### src/rtl/farmer_pkg.sv
// Shared encodings for the farmer/fox/goat/beans crossing sequencer:
// move selects, FSM states, reject causes, bank-bit positions and move helpers.
package farmer_pkg;

  localparam logic [1:0] MV_ALONE = 2'b00;
  localparam logic [1:0] MV_FOX   = 2'b01;
  localparam logic [1:0] MV_GOAT  = 2'b10;
  localparam logic [1:0] MV_BEANS = 2'b11;

  localparam logic [1:0] REJ_NONE   = 2'b00;
  localparam logic [1:0] REJ_BANK   = 2'b01;
  localparam logic [1:0] REJ_UNSAFE = 2'b10;
  localparam logic [1:0] REJ_UNDO   = 2'b11;

  localparam int unsigned POS_F = 3;
  localparam int unsigned POS_X = 2;
  localparam int unsigned POS_G = 1;
  localparam int unsigned POS_B = 0;

  typedef enum logic [2:0] {StIdle, StPlay, StCheck, StWon, StLost} state_e;

  // Farmer always crosses; the selected passenger crosses with him.
  function automatic logic [3:0] candidate(input logic [3:0] pos, input logic [1:0] sel);
    logic [3:0] c;
    c = pos;
    c[POS_F] = ~pos[POS_F];
    unique case (sel)
      MV_FOX:   c[POS_X] = ~pos[POS_X];
      MV_GOAT:  c[POS_G] = ~pos[POS_G];
      MV_BEANS: c[POS_B] = ~pos[POS_B];
      default:  ;
    endcase
    return c;
  endfunction

  function automatic logic passenger_away(input logic [3:0] pos, input logic [1:0] sel);
    logic away;
    unique case (sel)
      MV_FOX:   away = pos[POS_X] != pos[POS_F];
      MV_GOAT:  away = pos[POS_G] != pos[POS_F];
      MV_BEANS: away = pos[POS_B] != pos[POS_F];
      default:  away = 1'b0;
    endcase
    return away;
  endfunction

endpackage

### src/rtl/farmer_hazard.sv
// Combinational hazard check: a candidate {f,x,g,b} is unsafe when the goat is
// left without the farmer next to the fox or the beans.
module farmer_hazard
  import farmer_pkg::*;
(
  input  logic [3:0] cand,
  output logic       unsafe
);

  logic goat_alone;

  assign goat_alone = cand[POS_F] != cand[POS_G];
  assign unsafe = goat_alone &&
                  ((cand[POS_X] == cand[POS_G]) || (cand[POS_G] == cand[POS_B]));

endmodule

### src/rtl/farmer_ctrl.sv
// River-crossing sequencer: handshaked move requests, two-cycle check/commit, win/loss.
// Optional undo port and history stack are built when FARMER_UNDO_EN is defined.
module farmer_ctrl
  import farmer_pkg::*;
#(
  parameter int unsigned MAX_MOVES  = 15,
  parameter int unsigned CNT_W      = 4,
  parameter int unsigned HIST_DEPTH = 8
) (
  input  logic             clk,
  input  logic             reset,
  input  logic             start,
  input  logic             move_valid,
  input  logic [1:0]       move_sel,
`ifdef FARMER_UNDO_EN
  input  logic             undo,
`endif
  output logic             move_ready,
  output logic             accept,
  output logic             reject,
  output logic [1:0]       reject_code,
  output logic [3:0]       pos,
  output logic [CNT_W-1:0] move_cnt,
  output logic             won,
  output logic             lost
);

  state_e           state_q, state_d;
  logic [3:0]       pos_q, pos_d;
  logic [3:0]       cand_q, cand_d;
  logic [1:0]       sel_q, sel_d;
  logic [CNT_W-1:0] cnt_q, cnt_d;
  logic             accept_q, accept_d;
  logic             reject_q, reject_d;
  logic [1:0]       code_q, code_d;

  logic             unsafe;
  logic             undo_req;
  logic             hist_push, hist_pop, hist_clr;
  logic             hist_empty;
  logic [3:0]       hist_top;

  farmer_hazard u_hazard (
    .cand   (cand_q),
    .unsafe (unsafe)
  );

`ifdef FARMER_UNDO_EN
  localparam int unsigned PtrW  = (HIST_DEPTH > 1) ? $clog2(HIST_DEPTH) : 1;
  localparam int unsigned HCntW = $clog2(HIST_DEPTH + 1);

  logic [3:0]       hist_q [HIST_DEPTH];
  logic [PtrW-1:0]  wr_ptr_q, wr_ptr_inc, top_ptr;
  logic [HCntW-1:0] hist_cnt_q;

  assign undo_req   = undo;
  assign hist_empty = (hist_cnt_q == '0);
  assign wr_ptr_inc = (wr_ptr_q == PtrW'(HIST_DEPTH - 1)) ? '0 : wr_ptr_q + PtrW'(1);
  assign top_ptr    = (wr_ptr_q == '0) ? PtrW'(HIST_DEPTH - 1) : wr_ptr_q - PtrW'(1);
  assign hist_top   = hist_q[top_ptr];

  // Circular stack: when full, a push overwrites the oldest entry.
  always_ff @(posedge clk or posedge reset) begin
    if (reset) begin
      wr_ptr_q   <= '0;
      hist_cnt_q <= '0;
    end else if (hist_clr) begin
      wr_ptr_q   <= '0;
      hist_cnt_q <= '0;
    end else if (hist_push) begin
      wr_ptr_q <= wr_ptr_inc;
      if (hist_cnt_q != HCntW'(HIST_DEPTH)) hist_cnt_q <= hist_cnt_q + HCntW'(1);
    end else if (hist_pop) begin
      wr_ptr_q   <= top_ptr;
      hist_cnt_q <= hist_cnt_q - HCntW'(1);
    end
  end

  always_ff @(posedge clk) begin
    if (hist_push) hist_q[wr_ptr_q] <= pos_q;
  end
`else
  logic unused_hist;

  assign undo_req    = 1'b0;
  assign hist_empty  = 1'b1;
  assign hist_top    = 4'b0000;
  assign unused_hist = hist_push ^ hist_pop ^ hist_clr;
`endif

  always_comb begin
    state_d   = state_q;
    pos_d     = pos_q;
    cand_d    = cand_q;
    sel_d     = sel_q;
    cnt_d     = cnt_q;
    accept_d  = 1'b0;
    reject_d  = 1'b0;
    code_d    = code_q;
    hist_push = 1'b0;
    hist_pop  = 1'b0;
    hist_clr  = 1'b0;

    if (start) begin
      state_d  = StPlay;
      pos_d    = '0;
      cnt_d    = '0;
      hist_clr = 1'b1;
    end else begin
      unique case (state_q)
        StPlay: begin
          if (undo_req) begin
            if (hist_empty) begin
              reject_d = 1'b1;
              code_d   = REJ_UNDO;
            end else begin
              pos_d    = hist_top;
              cnt_d    = cnt_q - CNT_W'(1);
              accept_d = 1'b1;
              code_d   = REJ_NONE;
              hist_pop = 1'b1;
            end
          end else if (move_valid) begin
            state_d = StCheck;
            cand_d  = candidate(pos_q, move_sel);
            sel_d   = move_sel;
          end
        end
        StCheck: begin
          state_d = StPlay;
          if (passenger_away(pos_q, sel_q)) begin
            reject_d = 1'b1;
            code_d   = REJ_BANK;
          end else if (unsafe) begin
            reject_d = 1'b1;
            code_d   = REJ_UNSAFE;
          end else begin
            pos_d     = cand_q;
            cnt_d     = cnt_q + CNT_W'(1);
            accept_d  = 1'b1;
            code_d    = REJ_NONE;
            hist_push = 1'b1;
            // A winning final move is a win, not a loss.
            if (cand_q == 4'b1111)                state_d = StWon;
            else if (cnt_d == CNT_W'(MAX_MOVES)) state_d = StLost;
          end
        end
        StIdle, StWon, StLost: ;
        default: state_d = StIdle;
      endcase
    end
  end

  always_ff @(posedge clk or posedge reset) begin
    if (reset) begin
      state_q  <= StIdle;
      pos_q    <= '0;
      cand_q   <= '0;
      sel_q    <= MV_ALONE;
      cnt_q    <= '0;
      accept_q <= 1'b0;
      reject_q <= 1'b0;
      code_q   <= REJ_NONE;
    end else begin
      state_q  <= state_d;
      pos_q    <= pos_d;
      cand_q   <= cand_d;
      sel_q    <= sel_d;
      cnt_q    <= cnt_d;
      accept_q <= accept_d;
      reject_q <= reject_d;
      code_q   <= code_d;
    end
  end

  assign move_ready  = (state_q == StPlay) && !undo_req;
  assign accept      = accept_q;
  assign reject      = reject_q;
  assign reject_code = code_q;
  assign pos         = pos_q;
  assign move_cnt    = cnt_q;
  assign won         = (state_q == StWon);
  assign lost        = (state_q == StLost);

endmodule

### config.mk
export PLATFORM = sky130hd
export DESIGN_NAME = farmer_ctrl
export DESIGN_NICKNAME = d
export VERILOG_FILES = /design/src/rtl/farmer_pkg.sv /design/src/rtl/farmer_hazard.sv /design/src/rtl/farmer_ctrl.sv
export SDC_FILE = /design/constraint.sdc
export NUM_CORES = 1
export LEC_CHECK = 0
export ABC_CLOCK_PERIOD_IN_PS = 2900
export CAP_MARGIN = 5
export CORE_AREA = 2 2 58 60
export CTS_BUF_LIST = sky130_fd_sc_hd__clkbuf_4 sky130_fd_sc_hd__clkbuf_8
export CTS_CLUSTER_SIZE = 14
export DETAILED_ROUTE_END_ITERATION = 12
export DIE_AREA = 0 0 60 62
export GPL_ROUTABILITY_DRIVEN = 0
export PLACE_DENSITY_LB_ADDON = 0.15
export SYNTH_ARGS = -nofsm -noshare
export SYNTH_HDL_FRONTEND = slang
export SYNTH_SLANG_ARGS = --single-unit
### constraint.sdc
create_clock -name clk -period 2.9 [get_ports clk]
set_input_delay 0.87 -clock clk [delete_from_list [all_inputs] [get_ports clk]]
set_output_delay 0.87 -clock clk [all_outputs]
set_load 0.01 [all_outputs]
==> impl_metrics.yaml <==
timing:
  fin_crit_sh: 0.857
  finalHoldViolations: 0
  slew_headroom: 0.671
  fmax_mhz: 402
  setup_tns_ps: 0
  fin_crit_ps: 2490
  finalMaxSlewViolations: 0
  worst_slew_pin_slew_ps: 494
  rsz0062_at_grt: "false"
  setup_viol: 0
  finClkSkew_ps: 2.52
clocking:
  path_clk_slew_ps: 110
  htreeDepth: 1
  ctsHoldBuffers: 0
  clock_latency_ps: 300
  numCtsBuffers: 3
  cts_tree: "done"
  cts.sink_count: 21
  cts_buffer_depth: 2
  cts-root-buf: "clkbuf_4"
  cts_setup_buffers: 0
  cts_resized: 0
setup_path:
  cp-start-kind: "flip-flop"
  crit_end: "lost"
  critPathRequiredTime_ps: 2030
  crit_start: "state_q[0]"
  reg2reg_to: "pos[2]"
  end_kind: "output port"
  critPathArrivalTime_ps: 1620
  r2r_slack_ps: 810
  worst-setup-path-type: "reg -> out"
  crit_path_max_fanout: 6
  reg2reg_depth: 7
  regToRegStartpoint: "cand_q[1]"
yosys:
  synth_warnings: 0
  synth_compound_area_frac: 0.180
  syn_area_mm2: 0.00106
  ys_seq_area_frac: 0.497
  muxShareOfSynthArea: 0.0402
  synth_nets: 106
  ys.flop_type: "dfrtp_1"
  ys_types: 31
  synth_area_per_cell_um2: 10.9
  syn_inst: 97
  yosysTopAreaCell: "dfrtp_1"
  synth_seq_cells: 21
  synth_fa_ha_area_frac: 0.0355
  async_flop_share: 1.00
  post-synth-top-area-fraction: 0.497
  synth-edff-count: 0
  synth_top_family_by_area: "compound AO/OA/AOI/OAI gates"
  synth_simple_gate_area_frac: 0.148
  synth.area.top_cells: "dfrtp_1, a22o_1, xnor2_1"
  synthXorXnorAreaFrac: 0.0663
routing:
  drtPass1Iterations: 4
  vias: 802
  viasPerCell: 4.75
  route.detailed.wl_per_inst_um: 12.5
  drt_iter0_markers: 42
  ant_nets: 0
  drt_wl_total_mm: 2.11
  drcViolationCount: 0
floorplanning:
  die_h_um: 62
  rows: 21
  core-area_mm2: 0.00318
  die_area_mm2: 0.00372
  die_x_um: 60
  start_util: 0.333
  ios: 21
job:
  drv_cap: 0
layout:
  nNetsFinal: 133
  regArea_um2: 526
  post_route_cells_drive_above_1_share: 0.130
  fillers: 334
  final-instance-count-excl-fill: 169
  final_common_cell: "dfrtp_1"
  syn_to_final_growth_pct: 28.9
  final_cell_mix: "dfrtp_1, clkdlybuf4s50_1, inv_1"
  num_antenna_cells: 0
  multi_input_area_um2: 497
place:
  port-buffer-count: 20
  hpwlAfterDp_mm: 1.66
  placedCellCount: 165
global_routing:
  grt_pass1_wl_mm: 3.55
  grt_pass1_vias: 728
  grt_start_max_net_pins: 22
  grt_antenna_before_repair: 0
  grtUsageTotal: 0.130
  grt_remaining_overflow: 0
worst_hold_path:
  worst_hold_path_type: "reg -> reg"
power:
  p_leak_uw: 0.000576
  pwr_density_cell_mw_per_mm2: 524
  ir_drop_uv: 290
status:
  status: "complete, no violations"
[flip-flops by register name (all words and copies together), names as in the netlist]
register and flops:
cand_q 4, sel_q 2, reject 1, pos 4, move_cnt 4, reject_code 2, accept 1, state_q 3
[how the worst min path moves through the flow]
stage / from / endpoint / slack, ps / depth (start not counted)
after floorplan: state_q[2] / state_q[1] / 440 / 1
after global placement: state_q[2] / state_q[1] / 480 / 1
after detailed placement: state_q[2] / state_q[1] / 470 / 1
after CTS: state_q[2] / state_q[1] / 490 / 1
after global routing: state_q[2] / state_q[1] / 520 / 1
final: state_q[2] / state_q[1] / 480 / 1
[power breakdown]
| part | switching, uW | total (uW) | leakage, uW | internal [uW] |
|---|---|---|---|---|
| Sequential | 42.3 | 373 | 0.000268 | 331 |
| Combinational | 89.0 | 189 | 0.000290 | 100 |
| Clock | 87.8 | 151 | 0.0000184 | 63.0 |
| Total | 219 | 713 | 0.000576 | 494 |
[synthesized netlist by cell type (2+ instances only)]
cell type,n
xnor2_1,5
mux2_2,2
dfrtp_1,21
a22o_1,5
nor2_1,7
o21ai_0,2
a21oi_1,7
o2bb2ai_1,2
nor3_1,2
a21bo_2,2
inv_1,8
nor2b_1,4
mux2i_1,2
xor2_1,3
nand3_1,3
ha_1,3
nand2_1,5
[routing by layer]
layer / share of wire / track usage
met5: 0 / 0
met4: 0.0086 / 0.0286
met2: 0.50 / 0.213
met3: 0.057 / 0.0373
met1: 0.44 / 0.173
[critical path: stages (launching register included)]
cell and delay (ps):
dfrtp_1 450, nor3_1 280, clkdlybuf4s50_1 590
[cell type report]
class	count	share of cell area
Tap cell	46	0.0422
Multi-Input combinational cell	67	0.365
Sequential cell	21	0.386
Clock buffer	4	0.0220
Inverter	8	0.0220
Timing Repair Buffer	23	0.163
[metrics by stage]
step	cell area [um^2]	util	hold WS, ps	total power (uW)	setup WS, ps
3_3_place_gp	1330	0.419	485	568	552
2_1_floorplan	1060	-	441	489	826
5_1_grt	1360	0.429	517	759	323
6_report	1360	0.429	484	713	414
4_1_cts	1360	0.429	486	723	385
3_5_place_dp	1330	0.419	467	571	485
[logic make-up after synthesis]
logic type,Yosys count
xor+xnor,8
simple gates,29
compound gates,23
buf+inv,9
mux,4
fa+ha+maj,3
flops,21
Power figures use the tool's default switching activity.
